### config.mk
export PLATFORM = sky130hd
export DESIGN_NAME = pipe_stall_sequencer
export DESIGN_NICKNAME = d
export VERILOG_FILES = /design/src/rtl/pipe_stall_sequencer.sv
export SDC_FILE = /design/constraint.sdc
export NUM_CORES = 1
export LEC_CHECK = 0
export CORE_MARGIN = 1
export CORE_UTILIZATION = 50
export CTS_CLUSTER_DIAMETER = 50
export DETAILED_ROUTE_END_ITERATION = 10
export HOLD_SLACK_MARGIN = 0.02
export PLACE_DENSITY = 0.85
export SKIP_LAST_GASP = 1
export SYNTH_ARGS = -nofsm -noshare
export SYNTH_HDL_FRONTEND = slang
export SYNTH_SLANG_ARGS = --single-unit
### constraint.sdc
create_clock -name clk -period 4.7 [get_ports clk]
set_input_delay 0.94 -clock clk [delete_from_list [all_inputs] [get_ports clk]]
set_output_delay 0.94 -clock clk [all_outputs]
set_load 0.05 [all_outputs]
### src/rtl/pipe_stall_sequencer.sv
// pipe_stall_sequencer: stall/flush wave generator, redirect holder and fetch PC owner.
// Optional STALL_PERF_EN adds a saturating external-stall cycle counter.
`default_nettype none

module pipe_stall_sequencer #(
  parameter int              NSTAGES  = 5,
  parameter int              EX_STAGE = 2,
  parameter int              XLEN     = 32,
  parameter logic [XLEN-1:0] RESET_PC = '0
) (
  input  logic               clk,
  input  logic               reset,
  input  logic               ext_stall_i,
  input  logic [NSTAGES-1:0] hz_stall_i,
  input  logic [NSTAGES-1:0] hz_flush_i,
  input  logic               redirect_valid_i,
  input  logic [XLEN-1:0]    redirect_pc_i,
  output logic [XLEN-1:0]    pc_o,
  output logic [NSTAGES-1:0] stall_o,
  output logic [NSTAGES-1:0] flush_o,
  output logic               redirect_pending_o,
  output logic [31:0]        stall_cycles_o
);

  localparam logic [XLEN-1:0] PC_STEP = XLEN'(4);

  logic [NSTAGES-1:1] sw_q, sw_d;
  logic [XLEN-1:0]    pc_q, pc_d;
  logic [XLEN-1:0]    hold_pc_q, hold_pc_d;
  logic               pending_q, pending_d;
  logic               redir_cap_q, redir_cap_d;

  logic [NSTAGES-1:0] stall_src;
  logic [NSTAGES-1:0] wave_flush;
  logic [NSTAGES-1:0] redir_flush;
  logic               fetch_stall;

  always_comb begin
    sw_d         = '0;
    stall_src    = '0;
    redir_flush  = '0;
    sw_d[1]      = ext_stall_i;
    stall_src[0] = ext_stall_i;
    stall_src[1] = ext_stall_i;
    for (int k = 2; k < NSTAGES; k++) begin
      sw_d[k]      = sw_q[k-1];
      stall_src[k] = sw_q[k-1];
    end
    // Redirect flush comes only from registered state and the valid bit, never the target.
    for (int k = 1; k <= EX_STAGE; k++) begin
      redir_flush[k] = (redirect_valid_i & ~ext_stall_i) | redir_cap_q;
    end
  end

  assign wave_flush  = {stall_src[NSTAGES-1:2], 2'b00};
  assign fetch_stall = stall_src[0] | hz_stall_i[0];

  always_comb begin
    stall_o = '0;
    flush_o = '1;
    if (!reset) begin
      stall_o = stall_src | hz_stall_i;
      flush_o = hz_flush_i | wave_flush | redir_flush;
    end
  end

  always_comb begin
    pc_d        = pc_q;
    hold_pc_d   = hold_pc_q;
    pending_d   = pending_q;
    redir_cap_d = redirect_valid_i & ext_stall_i;
    if (redirect_valid_i && ext_stall_i) begin
      hold_pc_d = redirect_pc_i;
      pending_d = 1'b1;
    end
    if (!fetch_stall) begin
      if (redirect_valid_i) begin
        pc_d      = redirect_pc_i;
        pending_d = 1'b0;
      end else if (pending_q) begin
        pc_d      = hold_pc_q;
        pending_d = 1'b0;
      end else begin
        pc_d = pc_q + PC_STEP;
      end
    end
  end

  always_ff @(posedge clk) begin
    if (reset) begin
      pc_q        <= RESET_PC;
      sw_q        <= '0;
      hold_pc_q   <= '0;
      pending_q   <= 1'b0;
      redir_cap_q <= 1'b0;
    end else begin
      pc_q        <= pc_d;
      sw_q        <= sw_d;
      hold_pc_q   <= hold_pc_d;
      pending_q   <= pending_d;
      redir_cap_q <= redir_cap_d;
    end
  end

  assign pc_o               = pc_q;
  assign redirect_pending_o = pending_q;

`ifdef STALL_PERF_EN
  logic [31:0] stall_cycles_q, stall_cycles_d;

  always_comb begin
    stall_cycles_d = stall_cycles_q;
    if (ext_stall_i && (stall_cycles_q != 32'hFFFF_FFFF)) begin
      stall_cycles_d = stall_cycles_q + 32'd1;
    end
  end

  always_ff @(posedge clk) begin
    if (reset) begin
      stall_cycles_q <= '0;
    end else begin
      stall_cycles_q <= stall_cycles_d;
    end
  end

  assign stall_cycles_o = stall_cycles_q;
`else
  assign stall_cycles_o = '0;
`endif

endmodule

`default_nettype wire

**Word-level counts from Yosys, hierarchy flattened**

Index checks and enable logic that the tools add are counted.

- Add/sub/neg operators: 1
- Muxes and demuxes: 8
- Bitwise operators: 8
- Reductions and logical operators: 1

Operator list:

| cell | count |
|---|---|
| $mux W32 | 2 |
| $add A32 B3 Y32 const B | 1 |
| $mux W5 | 2 |
| $or A5 B5 Y5 | 2 |
| $or A5 B3 Y5 | 1 |
| $mux W1 | 4 |
| $and A1 B1 Y1 | 2 |
| $or A1 B1 Y1 | 2 |
| $logic_and A1 B1 Y1 | 1 |
| $not A1 Y1 | 1 |

- Register bits after elaboration: 69
- Bits of input ports: 46
- Output and inout bits: 75
- Word-level logic and storage cells: 23

**Longest topological paths before layout**

Gate-level depths: netlist (run 1).

- Depth in word-level cells: 5
- Mapped depth: 7

**Worst setup path before layout (run 1)**

OpenSTA, ideal clock, no wires.

- Path type: input to output
- From: input reset
- To: output stall_o[1]
- Arrival: 2,000 ps
- Required time: 3,760 ps
- Setup slack: 1,760 ps
- Stages on the path: 3
- Buffers on the path: 2
- Path through: clkbuf_1 -> buf_1 -> nor2_1

- Longest elaborated chain between the ends: 1

RTL lines:

| item | line | source |
|---|---|---|
| from (decl) | 12 | `input logic reset,` |
| $mux W5 | 61 | `if (!reset) begin` |
| to (decl) | 19 | `output logic [NSTAGES-1:0] stall_o,` |

No other way between the ends.

**Final worst setup path (run 1)**

- From: input ext_stall_i
- To: output stall_o[0]

- Longest elaborated chain between the ends: 2

RTL lines:

| item | line | source |
|---|---|---|
| from (decl) | 13 | `input logic ext_stall_i,` |
| $or A5 B5 Y5 | 62 | `stall_o = stall_src \| hz_stall_i;` |
| $mux W5 | 61 |  |

No other way between the ends.

==> key figures, run 1 <==
Outcome
  – Status: finished, final reports clean

GRT
  – Gr ovfl total: 0
  – Antenna violations before repair: 0
  – First-pass GRT wire length: around 18 mm
  – Largest net degree at the start of global routing: 47
  – Vias in the first global route: about 3,600
  – Gr usage total: between 20% and 30%

Placement
  – Dpl cells: 684
  – Detailed placer's ending HPWL: 7.613 mm
  – Placed instance area: 4718 um^2
  – GP Congestion: 0.9037
  – I/O Buffers: 88

Power and ir drop
  – Comb pwr share: a little over a fifth
  – Internal: around 1.1 mW
  – PwrDens: around 320 nW/um^2
  – Tot Pwr: 1.604 mW
  – Peak supply drop: 0.1682 mV
  – Leakage power: 1.806 nW
  – Clock share of power: a little under two fifths
  – Net Sw Frac: 32.46%
  – Sequential share of power: 40.2%
  – Switching power: 0.5206 mW

Drt
  – WL met3: 1.013 mm
  – Final wirelength: around 11 mm
  – Antenna-violating nets left: 0
  – Vias/cell: 5.846
  – Routed wl met2: between 5 and 6 mm
  – Met1 WL: 4.870 mm
  – DR WL/cell: around 16 um
  – Drt initial violations: 357
  – Residual DRC count: 0
  – Top layer in use: met4
  – Vias: 4,092
  – DR pass1 iterations: 5

Worst setup path
  – CP cell instances: clkdlybuf4s50_1, or2_2, nand2_1, clkinv_1, clkdlybuf4s50_1
  – Worst reg2reg path startpoint: pc_o[6]
  – Critical path buffers and inverters: 3
  – CP most frequent cell: clkdlybuf4s50_1
  – Critical Path RT: around 3800 ps
  – R2R setup slack: 2370 ps
  – Reg2Reg Capture Point: pc_o[31]
  – Crit-path leading delay family: buffers and inverters
  – Max FO, Critical Path: 14
  – R2R depth: 5
  – Setup crit end kind: output port
  – Critical path's largest stage delay: 710 ps
  – WP data arrival: 3020 ps
  – Slowest cell on crit path: clkdlybuf4s50_1
  – Crit Path Class: primary input to output port
  – Crit path launch type: primary input

Synth
  – Yosys warns: 0
  – Synth top area cells: dfxtp_1, nand2_1, a21oi_1, buf_4, o21ai_0
  – Cell taking the most area after synthesis: dfxtp_1
  – Main synth FF type: dfxtp_1
  – Mapped cell area: 3921 um^2
  – Netlist cell types: 56
  – Seq/Total Area, Yosys: roughly a third
  – Post-synthesis cell count: 526
  – Async set or reset register ratio after synthesis: 0%
  – Area share of the largest cell type after synthesis: 35.23%
  – EDFF count, synth: 0
  – Mean post-synth cell area: 7.455 um^2
  – #FFs+latches synth: 69

Clock tree
  – Root buffer cell: clkbuf_8
  – Skew-Pair Late Insertion Delay: 350 ps
  – Clock sinks: around 70
  – CTS H-tree depth: 3
  – Hold-fix buffers, CTS: 0
  – Maximum root-to-sink buffer count: 2
  – Post-cts resize count: 0
  – TritonCTS Buffers: 9
  – Post-CTS setup buffer count: 0
  – TritonCTS clock tree: done
  – CTS clock-pin slew for the worst setup and hold paths: roughly 70 ps

Floorplan
  – Die area: 8201 um^2
  – Core Area: 7408 um^2
  – Row count: 31
  – Initial core utilization: 52.93%
  – Boundary pin count: 121
  – Die Span X: 90.56 um
  – Die Y: 90.56 um

Layout
  – Final core occ: 67.02%
  – Share of cells above drive strength 1: under 10%
  – # nets final: about 640
  – Commonest cells after routing, fill and taps aside: nand2_1, clkdlybuf4s50_1, dfxtp_1, a21oi_1, nor2_1
  – Layout Cells excl Fill: 700
  – Most common cell after layout, fill and taps aside: nand2_1
  – Design Area, Final: ~5000 um^2
  – N_diodes: 0
  – Area grow syn2layout: 26.61%

STA
  – Clock skew: 10.07 ps
  – Final hold violations: 0
  – Rel. slew slack: 17.78%
  – Unrepaired setup endpoints after global routing: false
  – # setup viols final: 0
  – Max Freq: 252.3 MHz
  – Post-layout min period: a little under 4000 ps
  – Setup TNS: 0 ps
  – Final Slew Violations: 0
  – Worst-Margin Slew: roughly 1200 ps
  – Fin crit share: 84.35%

Worst hold path
  – Hold path depth: 2
  – Worst Hold Launch: hold_pc_q[20]
  – Hold Path Sink: hold_pc_q[20]
  – Worst Hold Class: flop to flop

Flow run
  – Max-cap violations: 0
[synthesized netlist by cell type (all sizes together) (2+ instances only)]
| cell type | n |
|---|---|
| nand3 | 12 |
| xor2 | 3 |
| a221oi | 4 |
| or3 | 6 |
| nor2b | 2 |
| nor4 | 10 |
| a21oi | 55 |
| or2 | 4 |
| or4 | 3 |
| and4 | 2 |
| o21ai | 30 |
| o311ai | 2 |
| a211oi | 12 |
| a32oi | 2 |
| o31a | 4 |
| nor2 | 35 |
| mux2i | 8 |
| o22ai | 2 |
| o31ai | 5 |
| a31o | 3 |
| clkbuf | 30 |
| o21a | 5 |
| nand2 | 106 |
| inv | 9 |
| dfxtp | 69 |
| xnor2 | 10 |
| and3 | 9 |
| nand2b | 2 |
| nand4 | 8 |
| o211ai | 6 |
| clkinv | 2 |
| o32ai | 2 |
| a31oi | 5 |
| buf | 39 |
| nor3 | 7 |
[flip-flops by register name, summed over array words and instances, names as in the netlist]
register	count
sw_q	3
redir_cap_q	1
pc_o	32
hold_pc_q	32
redirect_pending_o	1
[worst max-delay path by stage]
stage / slack (ps) / cells past startpoint / startpoint / to
5_1_grt: 650 / 5 / ext_stall_i / stall_o[0]
3_5_place_dp: 760 / 5 / ext_stall_i / stall_o[0]
3_3_place_gp: 820 / 5 / ext_stall_i / stall_o[0]
4_1_cts: 760 / 5 / ext_stall_i / stall_o[0]
6_report: 740 / 5 / ext_stall_i / stall_o[0]
2_1_floorplan: 1760 / 3 / reset / stall_o[1]
[kinds of logic after synthesis]
group           synth area share (%)
other cells                  0.09563
compound gates                 23.33
buf+inv                        10.91
fa+ha+maj                     0.3190
flops                          35.23
mux                            2.042
simple gates                   25.18
xor+xnor                       2.904
[area by class of cell]
class	instances	area (um^2)
clock buffers	9	123.9
clock inverters	7	122.6
inverters	11	41.29
repair buffers	97	938.4
well taps	99	123.9
fillers	621	2444
flip-flops and latches	69	1381
multi-input cells	408	2233
[worst reg2reg max path, stage by stage, from the launching register on]
cell and delay, ps:
dfxtp_1 490, nand4_1 280, nor4_4 550, nand4_1 280, or4_1 510, a31oi_1 160
[power by group through the flow]
stage | logic, mW | registers (mW) | clock network, mW
after global placement | 0.343 | 0.656 | 0
after floorplan | 0.206 | 0.702 | 0
after detailed placement | 0.349 | 0.657 | 0
after CTS | 0.350 | 0.644 | 0.606
after global routing | 0.373 | 0.649 | 0.638
final | 0.352 | 0.645 | 0.607
[per-layer routing]
| metal | up-vias | global-route usage (%) |
|---|---|---|
| met5 | - | 0 |
| met4 | 0 | 9.946 |
| met3 | 20 | 4.461 |
| met2 | 221 | 43.12 |
| met1 | 1918 | 38.20 |
| li1 | 1933 | - |
[per-stage QoR]
stage	hold WS, ps	worst slack, ps
after CTS	455.0	756.6
after detailed placement	443.8	762.5
after global routing	477.6	648.0
after global placement	438.3	820.0
after floorplan	431.2	1760
final	452.0	735.7
Note: power is estimated with default switching activity, not from simulation.
==> inputs of run 2 (changes only) <==
--- a/config.mk
+++ b/config.mk
@@ -6,11 +6,11 @@
 export NUM_CORES = 1
 export LEC_CHECK = 0
 export CORE_MARGIN = 1
-export CORE_UTILIZATION = 50
+export CORE_UTILIZATION = 43
 export CTS_CLUSTER_DIAMETER = 50
 export DETAILED_ROUTE_END_ITERATION = 10
 export HOLD_SLACK_MARGIN = 0.02
-export PLACE_DENSITY = 0.85
+export PLACE_DENSITY = 0.77
 export SKIP_LAST_GASP = 1
 export SYNTH_ARGS = -nofsm -noshare
 export SYNTH_HDL_FRONTEND = slang
==> constraint.sdc (replaced) <==
create_clock -name clk -period 3.45 [get_ports clk]
set_input_delay 0.69 -clock clk [delete_from_list [all_inputs] [get_ports clk]]
set_output_delay 0.69 -clock clk [all_outputs]
set_load 0.05 [all_outputs]
==> run 2 against run 1 <==
- worst hold slack gained 5.2 ps
- count of clock-buffer cells in the layout up 1
- critical path depth is 1 lower
==> key figures, run 2 (synthesis results as in run 1) <==
Layout
  – Share of cells above drive strength 1: 7.641% (was 7.488%)
  – Most common cell after layout, fill and taps aside: nand2_1 (unchanged)
  – # nets final: 645 (was 643)
  – Area grow syn2layout: 26.16% (was 26.61%)
  – N_diodes: 0 (unchanged)
  – Commonest cells after routing, fill and taps aside: nand2_1, clkdlybuf4s50_1, dfxtp_1, a21oi_1, nor2_1 (unchanged)
  – Layout Cells excl Fill: 710 (was 700)
  – Fillers: 816 (was 621)

Drt
  – WL met3: 914 um (was 1.013 mm)
  – Routed wl met2: 5.358 mm (was 5.213 mm)
  – Residual DRC count: 0 (unchanged)
  – Vias/cell: 5.644 (was 5.846)
  – Top layer in use: met4 (unchanged)
  – Antenna-violating nets left: 0 (unchanged)
  – DR pass1 iterations: 5 (unchanged)
  – Met1 WL: 4.755 mm (was 4.870 mm)
  – DR WL/cell: 15.88 um (was 16.13 um)
  – Final wirelength: 11.28 mm (was 11.29 mm)
  – Vias: 4,007 (was 4,092)
  – Drt initial violations: 248 (was 357)

GRT
  – Gr usage total: 23.83% (was 27.59%)
  – Gr ovfl total: 0 (unchanged)
  – First-pass GRT wire length: 18.25 mm (was 18.22 mm)
  – Largest net degree at the start of global routing: 47 (unchanged)
  – Vias in the first global route: 3,773 (was 3,644)
  – Antenna violations before repair: 0 (unchanged)

Worst setup path
  – R2R depth: 5 (unchanged)
  – CP startpoint: ext_stall_i (unchanged)
  – Crit path launch type: primary input (unchanged)
  – Critical Path RT: 2760 ps (was 3760 ps)
  – Worst reg2reg path startpoint: pc_o[7] (was pc_o[6])
  – Reg2Reg Capture Point: pc_o[31] (unchanged)
  – WP data arrival: 2230 ps (was 3020 ps)
  – R2R setup slack: 1140 ps (was 2370 ps)
  – Worst setup path endpoint: stall_o[1] (was stall_o[0])
  – Crit Path Class: primary input to output port (unchanged)
  – Setup crit end kind: output port (unchanged)
  – Max FO, Critical Path: 6 (was 14)

Power and ir drop
  – Leakage power: 1.804 nW (was 1.806 nW)
  – Peak supply drop: 0.2022 mV (was 0.1682 mV)
  – PwrDens: 402.5 nW/um^2 (was 323.1 nW/um^2)
  – Sequential share of power: 44.1% (was 40.2%)
  – Switching power: 0.6685 mW (was 0.5206 mW)
  – Internal: 1.323 mW (was 1.083 mW)
  – Comb pwr share: 24.3% (was 22.0%)
  – Clock share of power: 31.6% (was 37.8%)
  – Net Sw Frac: 33.57% (was 32.46%)

Clock tree
  – Hold-fix buffers, CTS: 0 (unchanged)
  – Post-CTS setup buffer count: 0 (unchanged)
  – Post-cts resize count: 0 (unchanged)
  – CTS H-tree depth: 3 (unchanged)
  – TritonCTS clock tree: done (unchanged)
  – Clock sinks: 69 (unchanged)
  – CTS clock-pin slew for the worst setup and hold paths: 70 ps (about the same)
  – Skew-Pair Late Insertion Delay: 350 ps (about the same)
  – Root buffer cell: clkbuf_8 (unchanged)
  – Maximum root-to-sink buffer count: 2 (unchanged)
  – TritonCTS Buffers: 9 (unchanged)

Placement
  – Detailed placer's ending HPWL: 7.822 mm (was 7.613 mm)
  – I/O Buffers: 88 (unchanged)
  – GP Congestion: 0.9379 (was 0.9037)
  – Dpl cells: 695 (was 684)

Floorplan
  – Row count: 34 (was 31)
  – Die area: 9505 um^2 (was 8201 um^2)
  – Die Y: 97.50 um (was 90.56 um)
  – Boundary pin count: 121 (unchanged)
  – Initial core utilization: 44.75% (was 52.93%)
  – Die Span X: 97.50 um (was 90.56 um)
  – Core Area: 8763 um^2 (was 7408 um^2)

STA
  – Fin crit share: 84.53%
  – Final hold violations: 0 (unchanged)
  – Worst-Margin Slew: 639.6 ps (was 1230 ps)
  – Rel. slew slack: 57.31% (was 17.78%)
  – Max Freq: roughly 340 MHz
  – Post-layout min period: 2916 ps
  – Clock skew: 5.521 ps (was 10.07 ps)
  – Setup TNS: 0 ps (unchanged)
  – Final Slew Violations: 0 (unchanged)
  – Unrepaired setup endpoints after global routing: false (unchanged)
  – # setup viols final: 0 (unchanged)

Flow run
  – Max-cap violations: 0 (unchanged)

Outcome
  – Status: finished, final reports clean (unchanged)

Worst hold path
  – Worst Hold Class: flop to flop (unchanged)
==> run 2: cell types whose count changed in the layout (fill, tap and decap cells not counted) <==
cell | previous run | this run
clkinv_4 | 1 | 0
clkdlybuf4s50_1 | 85 | 84
clkinv_2 | 0 | 3
bufinv_16 | 3 | 1
buf_12 | 0 | 2
inv_6 | 1 | 0
clkbuf_1 | 0 | 1
buf_4 | 11 | 12
clkinvlp_4 | 2 | 1
==> run 2: worst max-delay path, cell delays in order <==
cell	delay, ps
clkdlybuf4s50_1	580
nor2_1	60
nor2_1	90
clkdlybuf4s50_1	810
==> run 2: metrics by stage <==
stage | utilization (%) | cell area, um^2 | setup slack, ps | power [mW] | hold slack (ps)
6_report | 56.45 | 4947 | 533.7 | 1.991 | 457.2
3_5_place_dp | 54.40 | 4767 | 539.8 | 1.376 | 445.8
4_1_cts | 56.45 | 4947 | 535.6 | 2.001 | 455.8
2_1_floorplan | - | 4038 | 1010 | 1.236 | 431.2
5_1_grt | 56.45 | 4947 | 506.1 | 2.065 | 473.9
3_3_place_gp | 54.40 | 4767 | 543.2 | 1.368 | 438.3
==> run 2: final cells by class <==
| type | count | area, um^2 | share of cell area (%) |
|---|---|---|---|
| clock buffers | 10 | 127.6 | 2.580 |
| clock inverters | 5 | 52.55 | 1.062 |
| inverters | 11 | 41.29 | 0.8346 |
| multi-input cells | 408 | 2233 | 45.14 |
| flip-flops and latches | 69 | 1381 | 27.92 |
| well taps | 108 | 135.1 | 2.731 |
| repair buffers | 99 | 975.9 | 19.73 |
==> run 2: how the worst min path moves through the flow <==
stage / start / endpoint / slack (ps) / cells after the start
after floorplan: hold_pc_q[20] / hold_pc_q[20] / 430 / 2
after global placement: hold_pc_q[20] / hold_pc_q[20] / 440 / 2
after detailed placement: hold_pc_q[19] / hold_pc_q[19] / 450 / 2
after CTS: hold_pc_q[19] / hold_pc_q[19] / 460 / 2
after global routing: hold_pc_q[19] / hold_pc_q[19] / 470 / 2
final: hold_pc_q[19] / hold_pc_q[19] / 460 / 2
==> run 2: routing by layer <==
layer / vias up / global-route usage, %
li1: 1932 / -
met1: 1872 / 30.38
met2: 178 / 38.57
met3: 25 / 4.101
met4: 0 / 12.10
met5: - / 0
==> run 2: power by group through the flow <==
stage,clock network (mW),logic [mW],registers [mW]
finish,0.630,0.483,0.878
global route,0.667,0.514,0.884
CTS,0.641,0.483,0.877
detailed placement,0,0.480,0.896
global placement,0,0.474,0.894
floorplan,0,0.280,0.956
==> inputs of run 3 (changes only) <==
--- a/config.mk
+++ b/config.mk
@@ -6,11 +6,11 @@
 export NUM_CORES = 1
 export LEC_CHECK = 0
 export CORE_MARGIN = 1
-export CORE_UTILIZATION = 43
+export CORE_UTILIZATION = 47
 export CTS_CLUSTER_DIAMETER = 50
 export DETAILED_ROUTE_END_ITERATION = 10
 export HOLD_SLACK_MARGIN = 0.02
-export PLACE_DENSITY = 0.77
+export PLACE_DENSITY = 0.8
 export SKIP_LAST_GASP = 1
 export SYNTH_ARGS = -nofsm -noshare
 export SYNTH_HDL_FRONTEND = slang
==> constraint.sdc (replaced) <==
create_clock -name clk -period 2.7 [get_ports clk]
set_input_delay 0.54 -clock clk [delete_from_list [all_inputs] [get_ports clk]]
set_output_delay 0.54 -clock clk [all_outputs]
set_load 0.05 [all_outputs]
==> run 3 against run 2 <==
- setup slack got worse by 270 ps
- global-route usage increased by 3.9 points
- combinational power increased by 32%
- clock skew increased by 3.1 ps
- count of clock-buffer cells in the layout decreased by 1
- total power increased by 32%
- cell count increased by 0.70%
- sequential share of layout area decreased by 0.66 points
- clock power increased by 37%
- register-to-register slack got worse by 640 ps
- sequential power increased by 28%
- core utilization increased by 7.8 points
==> key figures, run 3 (synthesis results as in run 1) <==
STA
  – Max Freq: 410.9 MHz
  – Clock skew: 8.598 ps (was 5.521 ps)
  – Final Slew Violations: 0 (unchanged)
  – Fin crit share: 90.14%
  – Post-layout min period: ~2400 ps
  – Worst-Margin Slew: 630.5 ps (was 639.6 ps)
  – Setup TNS: 0 ps (unchanged)
  – Rel. slew slack: 57.92% (was 57.31%)
  – # setup viols final: 0 (unchanged)
  – Worst hold margin: 457.7 ps (was 457.2 ps)
  – Final hold violations: 0 (unchanged)
  – Unrepaired setup endpoints after global routing: false (unchanged)

Worst hold path
  – Worst Hold Class: flop to flop (unchanged)
  – Worst Hold Launch: hold_pc_q[20] (was hold_pc_q[19])
  – Hold Path Sink: hold_pc_q[20] (was hold_pc_q[19])
  – Hold path depth: 2 (unchanged)

GRT
  – First-pass GRT wire length: 19.00 mm (was 18.25 mm)
  – Vias in the first global route: 3,908 (was 3,773)
  – Grt met2 use: 45.96% (was 38.57%)
  – Gr usage total: 27.68% (was 23.83%)
  – Gr ovfl total: 0 (unchanged)
  – Largest net degree at the start of global routing: 67 (was 47)
  – Antenna violations before repair: 0 (unchanged)
  – Met3 Track Usage GR: 4.797% (was 4.101%)
  – Gr busiest metal: met2 (unchanged)
  – Met1 Use GR: 35.60% (was 30.38%)

Drt
  – Residual DRC count: 0 (unchanged)
  – DR pass1 iterations: 4 (was 5)
  – DR WL/cell: 16.37 um (was 15.88 um)
  – Antenna-violating nets left: 0 (unchanged)
  – Drt initial violations: 323 (was 248)
  – Vias/cell: 5.862 (was 5.644)
  – Vias: 4,191 (was 4,007)
  – Final wirelength: 11.70 mm (was 11.28 mm)

Clock tree
  – Root buffer cell: clkbuf_8 (unchanged)
  – Skew-Pair Late Insertion Delay: 350 ps (about the same)
  – Hold-fix buffers, CTS: 0 (unchanged)
  – Clock sinks: 69 (unchanged)
  – TritonCTS clock tree: done (unchanged)
  – Post-cts resize count: 0 (unchanged)
  – CTS clock-pin slew for the worst setup and hold paths: 80 ps (was 70 ps)
  – TritonCTS Buffers: 9 (unchanged)
  – Post-CTS setup buffer count: 0 (unchanged)
  – Maximum root-to-sink buffer count: 2 (unchanged)
  – CTS H-tree depth: 3 (unchanged)

Layout
  – Layout Cells excl Fill: 715 (was 710)
  – # nets final: 655 (was 645)
  – Area grow syn2layout: 29.20% (was 26.16%)
  – N_diodes: 0 (unchanged)
  – Most common cell after layout, fill and taps aside: nand2_1 (unchanged)
  – Commonest cells after routing, fill and taps aside: nand2_1, clkdlybuf4s50_1, dfxtp_1, a21oi_1, nor2_1 (unchanged)
  – Share of cells above drive strength 1: 10.60% (was 7.641%)

Floorplan
  – Die area: 8712 um^2 (was 9505 um^2)
  – Initial core utilization: 49.71% (was 44.75%)
  – Die Span X: 93.34 um (was 97.50 um)
  – Die Y: 93.34 um (was 97.50 um)
  – Core Area: 7888 um^2 (was 8763 um^2)
  – Row count: 32 (was 34)
  – Boundary pin count: 121 (unchanged)

Worst setup path
  – Crit Path Class: primary input to output port (unchanged)
  – Reg2Reg Capture Point: pc_o[28] (was pc_o[31])
  – R2R depth: 6 (was 5)
  – Crit path launch type: primary input (unchanged)
  – Setup crit end kind: output port (unchanged)
  – R2R setup slack: 500 ps (was 1140 ps)
  – Critical Path RT: 2160 ps (was 2760 ps)
  – Max FO, Critical Path: 1 (was 6)
  – WP data arrival: 1890 ps (was 2230 ps)
  – Worst reg2reg path startpoint: pc_o[2] (was pc_o[7])

Flow run
  – Max-cap violations: 0 (unchanged)

Placement
  – I/O Buffers: 88 (unchanged)
  – GP Congestion: 0.8932 (was 0.9379)
  – Dpl cells: 699 (was 695)
  – Detailed placer's ending HPWL: 8.232 mm (was 7.822 mm)

Power and ir drop
  – Leakage power: 1.877 nW (was 1.804 nW)
  – Peak supply drop: 0.2772 mV (was 0.2022 mV)
  – PwrDens: 517.9 nW/um^2 (was 402.5 nW/um^2)

Outcome
  – Status: finished, final reports clean (unchanged)
==> run 3: routing by layer <==
metal  vias up  wire length, um
met5         -                0
met4         0              272
met3        29              814
met2       186             5607
met1      2021             5008
li1       1955                -
==> run 3: area by class of cell <==
type / instances / area [um^2]
Clock inverter: 7 / 75.07
Multi-Input combinational cell: 408 / 2233
Tap cell: 102 / 127.6
Clock buffer: 9 / 123.9
Sequential cell: 69 / 1381
Inverter: 11 / 41.29
Fill cell: 726 / 2821
Timing Repair Buffer: 109 / 1084
==> run 3: worst max path at each step <==
stage / depth (start not counted) / to / slack (ps) / startpoint
CTS: 3 / flush_o[0] / 260 / hz_flush_i[0]
global route: 5 / flush_o[2] / 170 / ext_stall_i
detailed placement: 5 / flush_o[2] / 270 / ext_stall_i
global placement: 3 / flush_o[0] / 260 / hz_flush_i[0]
floorplan: 6 / pc_o[28] / 290 / pc_o[10]
finish: 3 / flush_o[0] / 270 / hz_flush_i[0]
==> run 3: critical path, stage by stage <==
cell and delay [ps]:
clkdlybuf4s50_1 390, or2_2 260, clkdlybuf4s50_1 700
==> run 3: stage by stage <==
stage | setup slack, ps | util, % | total power [mW] | area, um^2
after floorplan | 287.7 | - | 1.579 | 4038
final | 266.1 | 64.23 | 2.624 | 5066
after global placement | 264.1 | 61.71 | 1.768 | 4867
after global routing | 165.2 | 64.23 | 2.721 | 5066
after CTS | 262.8 | 64.23 | 2.623 | 5066
after detailed placement | 265.8 | 61.71 | 1.780 | 4867
==> run 3: power by group <==
part / switching (mW) / total [mW] / internal [mW]
Sequential: 0.0564 / 1.12 / 1.07
Clock: 0.432 / 0.862 / 0.429
Combinational: 0.418 / 0.638 / 0.220
Total: 0.907 / 2.62 / 1.72
